==> config.mk <==
export PLATFORM = sky130hd
export DESIGN_NAME = regfile_wr_arbiter
export DESIGN_NICKNAME = d
export VERILOG_FILES = /design/src/rtl/regfile_wr_arbiter.sv
export SDC_FILE = /design/constraint.sdc
export NUM_CORES = 1
export LEC_CHECK = 0
export ABC_AREA = 0
export ABC_CLOCK_PERIOD_IN_PS = 2490
export BUFFER_PORTS_ARGS = -buffer_cell sky130_fd_sc_hd__buf_2
export CAP_MARGIN = 40
export CELL_PAD_IN_SITES_DETAIL_PLACEMENT = 0
export CELL_PAD_IN_SITES_GLOBAL_PLACEMENT = 2
export CORE_MARGIN = 2
export CORE_UTILIZATION = 27
export CTS_BUF_LIST = sky130_fd_sc_hd__clkbuf_8
export DETAILED_ROUTE_END_ITERATION = 8
export PLACE_DENSITY_LB_ADDON = 0.1
export SLEW_MARGIN = 20
export SYNTH_ARGS = -nofsm -noshare
export SYNTH_HDL_FRONTEND = slang
export SYNTH_SLANG_ARGS = --single-unit
==> constraint.sdc <==
create_clock -name clk -period 2.49 [get_ports clk]
set_clock_uncertainty 0.15 [all_clocks]
set_input_delay 0.747 -clock clk [delete_from_list [all_inputs] [get_ports clk]]
set_output_delay 0.747 -clock clk [all_outputs]
set_load 0.01 [all_outputs]
==> src/rtl/regfile_wr_arbiter.sv <==
// Round-robin arbiter with locked bursts sharing one register-file write port.
// Optional macro REGWR_ARB_R0_DROP_EN: accept writes to register 0 but suppress their write enable.
module regfile_wr_arbiter #(
    parameter int DATA_WIDTH = 16,
    parameter int ADDR_WIDTH = 3
) (
    input  logic                  clk,
    input  logic                  rst,
    input  logic                  rq0_valid,
    input  logic                  rq0_lock,
    input  logic [ADDR_WIDTH-1:0] rq0_addr,
    input  logic [DATA_WIDTH-1:0] rq0_data,
    output logic                  rq0_ready,
    input  logic                  rq1_valid,
    input  logic                  rq1_lock,
    input  logic [ADDR_WIDTH-1:0] rq1_addr,
    input  logic [DATA_WIDTH-1:0] rq1_data,
    output logic                  rq1_ready,
    input  logic                  rf_stall,
    output logic                  wr_en,
    output logic [ADDR_WIDTH-1:0] wr_addr,
    output logic [DATA_WIDTH-1:0] wr_data,
    output logic                  wr_src
);

    typedef enum logic [1:0] {IDLE, LOCK0, LOCK1} state_t;

    state_t                  state_q, state_d;
    logic                    rr_last_q, rr_last_d;
    logic                    wr_en_q, wr_en_d;
    logic [ADDR_WIDTH-1:0]   wr_addr_q, wr_addr_d;
    logic [DATA_WIDTH-1:0]   wr_data_q, wr_data_d;
    logic                    wr_src_q, wr_src_d;
    logic                    xfer;
    logic                    drop;

    always_ff @(posedge clk) begin
        if (rst) begin
            state_q   <= IDLE;
            rr_last_q <= 1'b1;
            wr_en_q   <= 1'b0;
            wr_addr_q <= '0;
            wr_data_q <= '0;
            wr_src_q  <= 1'b0;
        end else begin
            state_q   <= state_d;
            rr_last_q <= rr_last_d;
            wr_en_q   <= wr_en_d;
            wr_addr_q <= wr_addr_d;
            wr_data_q <= wr_data_d;
            wr_src_q  <= wr_src_d;
        end
    end

    always_comb begin
        rq0_ready = 1'b0;
        rq1_ready = 1'b0;
        if (!rf_stall) begin
            case (state_q)
                IDLE: begin
                    // On a tie the requester that did not go last wins.
                    if (rq0_valid && rq1_valid) begin
                        rq0_ready = rr_last_q;
                        rq1_ready = !rr_last_q;
                    end else begin
                        rq0_ready = rq0_valid;
                        rq1_ready = rq1_valid;
                    end
                end
                LOCK0:   rq0_ready = rq0_valid;
                LOCK1:   rq1_ready = rq1_valid;
                default: ;
            endcase
        end
    end

    always_comb begin
        state_d   = state_q;
        rr_last_d = rr_last_q;
        wr_addr_d = wr_addr_q;
        wr_data_d = wr_data_q;
        wr_src_d  = wr_src_q;
        xfer      = 1'b0;
        if (rq0_valid && rq0_ready) begin
            xfer      = 1'b1;
            rr_last_d = 1'b0;
            state_d   = rq0_lock ? LOCK0 : IDLE;
            wr_addr_d = rq0_addr;
            wr_data_d = rq0_data;
            wr_src_d  = 1'b0;
        end else if (rq1_valid && rq1_ready) begin
            xfer      = 1'b1;
            rr_last_d = 1'b1;
            state_d   = rq1_lock ? LOCK1 : IDLE;
            wr_addr_d = rq1_addr;
            wr_data_d = rq1_data;
            wr_src_d  = 1'b1;
        end
`ifdef REGWR_ARB_R0_DROP_EN
        drop = (wr_addr_d == '0);
`else
        drop = 1'b0;
`endif
        wr_en_d = xfer && !drop;
    end

    assign wr_en   = wr_en_q;
    assign wr_addr = wr_addr_q;
    assign wr_data = wr_data_q;
    assign wr_src  = wr_src_q;

endmodule

* After elaboration in Yosys (flattened, before gate mapping)
Index checks and enable logic that the tools add are counted.
** Cells by class
- Reduce and logical (&&, ||, !) cells :: 7
- Multiplexer cells :: 18
- Equality and inequality tests :: 2
** Operators by type and width (count)
- 2-to-1 mux 16 bit :: 2
- 2-to-1 mux 1 bit :: 9
- 2-to-1 mux 2 bit :: 3
- 2-to-1 mux 3 bit :: 2
- case mux 1 bit (2 select lines) :: 2
- logical AND 1 bit :: 3
- == test 2 x 1 -> 1 bit (second input constant) :: 1
- == test 2 bit (second input constant) :: 1
- logical NOT 2 bit :: 1
- nonzero test 2 bit :: 1
- OR reduction 2 bit :: 1
- logical NOT 1 bit :: 1
** Word-level totals
- Logic and storage cells :: 33
- Register bits after elaboration :: 24
- Output and inout bits :: 23

* Logic depth before layout (Yosys ltp)
Gate-level depths: netlist (run 1).
- Word-level depth :: 7
- Depth in mapped cells :: 5
- Gate-level depth less buffers :: 3

* Worst setup path after synthesis (run 1)
Ideal clock, no wire load.
- Path type :: input-to-output
- Start point :: input rf_stall
- End point :: output rq0_ready
- Buffers on the path :: 1
- Data required time :: 1.593 ns
- Stages :: 3
- Arrival :: 1.554 ns
- Path slack :: 0.039 ns
- Cells stage by stage :: or3b_1 > clkbuf_1 > nor2_1
** On the way
- Word-level cells in the longest chain between the ends :: 1
** RTL lines
- from (decl) :: RTL line 19 : input logic rf_stall,
- 2-to-1 mux 1 bit :: RTL line 58 : if (!rf_stall) begin
- to (decl) :: RTL line 13 : output logic rq0_ready,
Every way passes these cells.

* Worst setup path after layout (run 1)
Same ends and word-level chain as after synthesis.

==> impl_metrics.tcl, run 1 <==
set metrics [dict create \
    hold_viol_final 0 \
    synth_nets 207 \
    timing.final.crit_share_pct 98.2 \
    clkLatencyLatePin_ns 0.27 \
    combPwrFrac_pct 28.0 \
    synth_top_family_by_area "compound AO/OA/AOI/OAI gates" \
    wl_um 4750 \
    grt_pass1_vias 1591 \
    seqPwrFrac_pct 43.9 \
    clockRootBuffer "clkbuf_8" \
    postRouteAntennaNets 0 \
    maxCapViolCount 0 \
    cp_slowest_cell "or3b_1" \
    overflow 0 \
    netlist.area_leader.share_pct 31.7 \
    yosys.area_share.simple_pct 18.7 \
    crit_path_end_kind "primary output" \
    grtUsageTotal_pct 15.8 \
    switching_share_pct 30.0 \
    row_count 27 \
    p_per_area_nw_per_um2 482 \
    synth-seq-cells 24 \
    p_leak_nw 0.869 \
    yosysSeqAreaShare_pct 31.7 \
    final.setup.tns_ns 0 \
    portBuffers 67 \
    hold_path.class "flip-flop to flip-flop" \
    arrival_ns 1.55 \
    synth_area_leaders "dfxtp_1, a221oi_2, a221oi_1, nor4bb_1, o21ai_0" \
    cts_sinks 24 \
    cp_data_required_time_ns 1.59 \
    cp.buffers_inverters 2 \
    worst_slack_ns 0.0439 \
    cts_max_level 1 \
    drive_gt1_share_pct 48.0 \
    intPower_uw 683 \
    critPathMostFrequentCell "buf_2" \
    vias 1559 \
    dpl_cell_area_um2 1960 \
    grt_max_degree 30 \
    cts_tree "built" \
    dieArea_um2 6240 \
    final_common_cell "buf_2" \
    drtIter0Drc 61 \
    first_pass_iters 4 \
    synth-xor-area-share_pct 0 \
    clkPwrFrac_pct 28.1 \
    antenna_found_initial 0 \
    final-max-slew-violation-count 0 \
    path_class "primary input to primary output" \
    yosys.area_share.adder_pct 0 \
    avgSynthCellArea_um2 9.37 \
    synth-compound-area-share_pct 38.0 \
    grt_pass1_wl_um 7800 \
    dpl_worst_slack_ns 0.0396 \
    min_period_ns 2.45 \
    hpwl_um 3440 \
    num_io_pins 68 \
    antenna_cells 0 \
    ys_warn_count 0 \
    path_clk_slew_ns 0.09 \
    final_cells 299 \
    max_freq_mhz 409 \
    core_area_um2 5470 \
    start_util_pct 27.7 \
    vias_per_cell 5.21 \
    slew_headroom_pct 64.9 \
    status "finished, final reports clean" \
    critical-path-top-delay-family "simple AND/OR/NAND/NOR gates" \
    die_width_um 79.0 \
    cp_slowest_stage_delay_ns 0.40 \
    ctsHoldBuffers 0 \
    final_net_count 273 \
    fin_area_um2 2030 \
    irDropWorstVdd_uv 206 \
    cts_made_buffers 3 \
    path_cells "buf_2 > or3b_1 > nor2_2 > buf_2" \
    netlist_area_um2 1520 \
    setup_viol 0 \
    cp-start-kind "primary input" \
    synthMuxAreaShare_pct 0 \
    final_cell_mix "buf_2, dfxtp_1, o21ai_0, a221oi_1, inv_1" \
    area_growth_pct 33.5 \
    final_core_util_pct 37.0 \
    synth_cell_types 22 \
    die_h_um 79.0 \
    post_cts_buffers 0 \
    critPathMaxFanout 3 \
    synthCells 162 \
    placedCellCount 295 \
    cts_buffer_depth 2 \
    wl_per_cell_um 15.9 \
    p_switching_uw 292 \
    tightestPinTransition_ns 0.527 \
    yosysTopAreaCell "dfxtp_1" \
    gp_congestion 0.760 \
    drc 0 \
]
-- flip-flops by register name, summed over array words and instances (netlist names) --
signal	count
state_q	2
wr_src	1
wr_addr	3
wr_en	1
rr_last_q	1
wr_data	16
-- Yosys cell counts --
| library cell | count |
|---|---|
| o21bai_1 | 1 |
| dfxtp_1 | 24 |
| clkbuf_1 | 14 |
| a21o_1 | 1 |
| buf_2 | 6 |
| nor2_1 | 3 |
| and4bb_2 | 2 |
| nand3_1 | 1 |
| a221oi_2 | 17 |
| nor3_1 | 1 |
| o21ai_0 | 21 |
| a221oi_1 | 21 |
| inv_1 | 19 |
| and2_1 | 1 |
| nor3b_1 | 2 |
| buf_6 | 2 |
| nand2b_1 | 2 |
| nand3b_1 | 1 |
| a211oi_1 | 1 |
| nor4bb_1 | 17 |
| or3b_1 | 3 |
| a21oi_1 | 2 |
-- logic make-up after synthesis --
kind of cell           count (synthesis)
AOI/OAI and AO/OA                     64
buffers and inverters                 41
DFF                                   24
and+or+nand+nor                       33
-- area by class of cell --
cell class                      count  area, µm²
Timing Repair Buffer               83        455
Multi-Input combinational cell     97        873
Clock buffer                        4       55.1
Inverter                           19       71.3
Fill cell                         608       3450
Tap cell                           72       90.1
Sequential cell                    24        480
-- what timing repair did --
| item | in CTS | in global routing |
|---|---|---|
| hold endpoints to repair | 0 | 0 |
| gates resized for setup | 0 | 2 |
| setup endpoints to repair | 0 | 2 |
-- per-stage QoR --
step / total power, mW / hold WS (ns)
global route: 1.05 / 0.329
CTS: 0.999 / 0.316
detailed placement: 0.712 / 0.301
global placement: 0.706 / 0.299
floorplan: 0.603 / 0.331
finish: 0.975 / 0.312
-- path summary, 6_finish.rpt --
| path | to | startpoint | slack, ns | cells past startpoint |
|---|---|---|---|---|
| max | rq0_ready | rf_stall | 0.04 | 4 |
| min | wr_addr[1] | wr_addr[1] | 0.31 | 2 |
| max reg2reg | wr_data[4] | state_q[1] | 0.74 | 5 |
| min reg2reg | wr_addr[1] | wr_addr[1] | 0.31 | 2 |
-- power by group through the flow --
stage	Combinational [mW]	Clock [mW]	Sequential, mW
global placement	0.270	0	0.436
detailed placement	0.275	0	0.437
CTS	0.277	0.294	0.428
global route	0.304	0.309	0.433
finish	0.273	0.275	0.428
floorplan	0.152	0	0.451
-- worst register-to-register path: stages (launching register included) --
cell      delay (ns)
dfxtp_1         0.32
buf_4           0.20
nand2b_1        0.21
buf_4           0.22
a221oi_1        0.37
a221oi_1        0.13
-- per-layer routing --
layer | vias up | part of all wire (%) | track usage (%)
met2 | 41 | 48 | 25.8
met3 | 8 | 5.7 | 3.41
met1 | 741 | 45 | 20.2
met4 | 0 | 1.8 | 6.21
met5 | - | 0 | 0
li1 | 769 | - | -
(Power assumes the default switching activity.)
==> run 2, diff against run 1 <==
- BUFFER_PORTS_ARGS: -buffer_cell sky130_fd_sc_hd__buf_2 -> not set
- CORE_UTILIZATION: 27 -> 37
- DONT_BUFFER_PORTS: not set -> 1
==> run 2 against run 1 <==
Setup slack better by 0.16 ns. Core utilization up 3.7 points. Sequential share of layout area up 6.0 points. First-iteration DRC count down 25%. Critical path type unchanged. Critical path depth down 2.
==> impl_metrics.tcl, run 2 (synthesized netlist as in run 1, its figures left out) <==
set metrics [dict create \
    critical-path-top-delay-family "simple AND/OR/NAND/NOR gates" \
    p_per_area_nw_per_um2 545 \
    cp_slowest_cell "or3b_1" \
    grt_max_degree 44 \
    cp_data_required_time_ns 1.59 \
    drive_gt1_share_pct 21.6 \
    num_io_pins 68 \
    core_area_um2 3970 \
    drc 0 \
    grt_pass1_wl_um 6260 \
    rsz0062_at_grt "false" \
    grt_pass1_vias 1190 \
    final_cell_mix "dfxtp_1, o21ai_0, a221oi_1, inv_1" \
    portBuffers 0 \
    placedCellCount 199 \
    first_pass_iters 5 \
    largest_register_ffs 16 \
    clockRootBuffer "clkbuf_8" \
    hold_viol_final 0 \
    antenna_found_initial 0 \
    post_cts_buffers 0 \
    antenna_cells 0 \
    die_h_um 68.0 \
    cp_slowest_stage_delay_ns 0.38 \
    vias_per_cell 6.25 \
    p_leak_nw 0.552 \
    hpwl_um 2690 \
    final_core_util_pct 40.7 \
    routed.top_layer "met4" \
    setup_viol 0 \
    max_freq_mhz 437 \
    fin_area_um2 1620 \
    final_net_count 199 \
    final-max-slew-violation-count 0 \
    wl_met2_um 1850 \
    clkLatencyLatePin_ns 0.26 \
    wl_um 4010 \
    start_util_pct 38.2 \
    die_width_um 68.0 \
    drtIter0Drc 46 \
    overflow 0 \
    cts_made_buffers 3 \
    gp_congestion 0.689 \
    wl_met3_um 286 \
    status "finished, final reports clean" \
    ctsHoldBuffers 0 \
    path_class "primary input to primary output" \
    path_cells "or3b_1 > nor2_1" \
    dieArea_um2 4630 \
    timing.final.crit_share_pct 91.9 \
    arrival_ns 1.39 \
    tightestPinTransition_ns 0.380 \
    postRouteAntennaNets 0 \
    multi_input_area_um2 866 \
    reg2reg_setup_slack_ns 0.66 \
    nFillCells 391 \
    final_common_cell "dfxtp_1" \
    drt-met1-wl_um 1840 \
    cts_tree "built" \
    slew_headroom_pct 74.6 \
    maxCapViolCount 0 \
    min_period_ns 2.29 \
    dpl_cell_area_um2 1560 \
    area_growth_pct 6.43 \
    final.setup.tns_ns 0 \
    cts_sinks 24 \
    cts_max_level 1 \
    wl_per_cell_um 19.7 \
    cts_resized 0 \
    row_count 23 \
    critPathMaxFanout 43 \
    final_cells 203 \
    vias 1268 \
    cts_buffer_depth 2 \
    hold_path.class "flip-flop to flip-flop" \
    irDropWorstVdd_uv 188 \
    crit_path_end_kind "primary output" \
    grtUsageTotal_pct 17.9 \
    seq_area_um2 480 \
    cp.buffers_inverters 0 \
    cp-start-kind "primary input" \
    path_clk_slew_ns 0.08 \
]
run 2: per-layer routing:
layer	vias to the layer above	global-route usage (%)
li1	618	-
met1	605	25.0
met2	43	27.7
met3	2	4.11
met4	0	4.75
met5	-	0
run 2: stage by stage:
step,total power [mW],hold WS (ns),worst slack (ns)
finish,0.881,0.354,0.201
global route,0.938,0.368,0.164
CTS,0.897,0.359,0.215
detailed placement,0.624,0.346,0.221
global placement,0.619,0.340,0.249
floorplan,0.603,0.331,0.0389
run 2: area by class of cell:
class	instances	share of cell area, %
Multi-Input combinational cell	97	53.6
Sequential cell	24	29.7
Timing Repair Buffer	9	4.96
Inverter	19	4.42
Tap cell	50	3.87
Clock buffer	4	3.41
run 2: path summary, 6_finish.rpt:
kind / from / endpoint / cells past startpoint
worst min-delay path: wr_addr[0] / wr_addr[0] / 2
worst min register to register: wr_addr[0] / wr_addr[0] / 2
worst max register to register: state_q[0] / wr_addr[1] / 4
worst max-delay path: rf_stall / rq0_ready / 2
run 2: report_power, final:
| group | switching (mW) | internal [mW] | total (mW) |
|---|---|---|---|
| clock network | 0.127 | 0.141 | 0.268 |
| logic | 0.0864 | 0.0799 | 0.166 |
| registers | 0.0322 | 0.414 | 0.447 |
==> run 3, diff against run 2 <==
- CAP_MARGIN: 40 -> 30
- PLACE_DENSITY: not set -> 0.92
- PLACE_DENSITY_LB_ADDON: 0.1 -> not set
==> run 3 against run 2 <==
Sequential share of layout area unchanged. Clock-buffer cell count unchanged. Via count rose by 3.8%. Critical path type unchanged.
==> impl_metrics.tcl, run 3 (synthesized netlist as in run 1, its figures left out) <==
set metrics [dict create \
    post_cts_buffers 0 \
    nFillCells 405 \
    vias 1316 \
    rsz0062_at_grt "false" \
    maxCapViolCount 0 \
    cp.buffers_inverters 0 \
    portBuffers 0 \
    status "finished, final reports clean" \
    drtIter0Drc 37 \
    row_count 23 \
    max_freq_mhz 442 \
    timing.final.crit_share_pct 90.8 \
    drc 0 \
    overflow 0 \
    first_pass_iters 4 \
    worst_slack_ns 0.228 \
    reg2reg_setup_slack_ns 0.74 \
    p_per_area_nw_per_um2 549 \
    final_common_cell "dfxtp_1" \
    wl_um 4140 \
    postRouteAntennaNets 0 \
    min_period_ns 2.26 \
    ctsHoldBuffers 0 \
    final.setup.tns_ns 0 \
    cts_resized 0 \
    r2r_start "state_q[1]" \
    cts_max_level 1 \
    cp_slowest_cell "or3b_1" \
    slew_headroom_pct 73.5 \
    p_leak_nw 0.552 \
    antenna_found_initial 0 \
    cp_slowest_stage_delay_ns 0.37 \
    area_growth_pct 6.43 \
    die_width_um 68.0 \
    num_io_pins 68 \
    hpwl_um 2880 \
    grt_pass1_wl_um 6360 \
    vias_per_cell 6.48 \
    hold_path.class "flip-flop to flip-flop" \
    final-max-slew-violation-count 0 \
    busiest_layer "met2" \
    startpoint "rf_stall" \
    critPathMaxFanout 43 \
    cts_sinks 24 \
    clkLatencyLatePin_ns 0.27 \
    die_h_um 68.0 \
    irDropWorstVdd_uv 274 \
    cp_data_required_time_ns 1.59 \
    final_net_count 199 \
    grt_pass1_vias 1221 \
    power_uw 886 \
    final_cell_mix "dfxtp_1, o21ai_0, a221oi_1, inv_1" \
    grt_use_met3_pct 4.93 \
    met1_usage_pct 23.4 \
    tightestPinTransition_ns 0.392 \
    holdPathStages 2 \
    start_util_pct 38.2 \
    gp_congestion 0.623 \
    cp-start-kind "primary input" \
    setup_viol 0 \
    drive_gt1_share_pct 21.6 \
    seq_area_um2 480 \
    path_clk_slew_ns 0.09 \
    clockRootBuffer "clkbuf_8" \
    hp-start "wr_data[14]" \
    crit_path_end_kind "primary output" \
    path_class "primary input to primary output" \
    grt_max_degree 44 \
    cts_made_buffers 3 \
    met2_usage_pct 31.2 \
    r2r_end "wr_data[4]" \
    reg2regPathDepth 5 \
    dpl_worst_slack_ns 0.242 \
    wl_per_cell_um 20.4 \
    antenna_cells 0 \
    arrival_ns 1.36 \
    path_cells "or3b_1 > nor2_1" \
    cts_buffer_depth 2 \
    core_area_um2 3970 \
    hold_viol_final 0 \
    grtUsageTotal_pct 18.5 \
    largest_register_ffs 16 \
    multi_input_area_um2 866 \
    dieArea_um2 4630 \
    whs_endpoint "wr_data[14]" \
    cts_tree "built" \
    critical-path-top-delay-family "simple AND/OR/NAND/NOR gates" \
]
[run 3: cell counts in the layout (fill, tap and decap cells not counted)]
Identical to the previous run, type by type.
[run 3: area by class of cell]
cell class              instances  share of cell area (%)
inverters                      19                    4.42
multi-input cells              97                    53.6
repair buffers                  9                    4.96
flip-flops and latches         24                    29.7
well taps                      50                    3.87
clock buffers                   4                    3.41
[run 3: how the worst max path moves through the flow]
stage | cells past startpoint | slack [ns] | to
2_1_floorplan | 3 | 0.04 | rq0_ready
3_3_place_gp | 2 | 0.26 | rq0_ready
3_5_place_dp | 2 | 0.24 | rq0_ready
4_1_cts | 2 | 0.24 | rq0_ready
5_1_grt | 2 | 0.19 | rq0_ready
6_report | 2 | 0.23 | rq0_ready
[run 3: metrics by stage]
| stage | instance area (µm²) | utilization (%) | hold slack (ns) | cells |
|---|---|---|---|---|
| after floorplan | 1520 | - | 0.331 | 162 |
| after global placement | 1560 | 39.3 | 0.339 | 199 |
| after detailed placement | 1560 | 39.3 | 0.346 | 199 |
| after CTS | 1620 | 40.7 | 0.359 | 203 |
| after global routing | 1620 | 40.7 | 0.361 | 203 |
| final | 1620 | 40.7 | 0.357 | 203 |
[run 3: report_power, final]
part           leakage, nW  total (mW)  internal [mW]  switching (mW)
registers            0.198       0.448          0.414          0.0336
logic                0.324       0.167         0.0800          0.0869
clock network       0.0288       0.271          0.141           0.130
[run 3: metal layers]
layer | routed length, µm | part of all wire [%]
met5 | 0 | 0
met4 | 27 | 0.65
met3 | 261 | 6.3
met2 | 2170 | 52
met1 | 1680 | 41
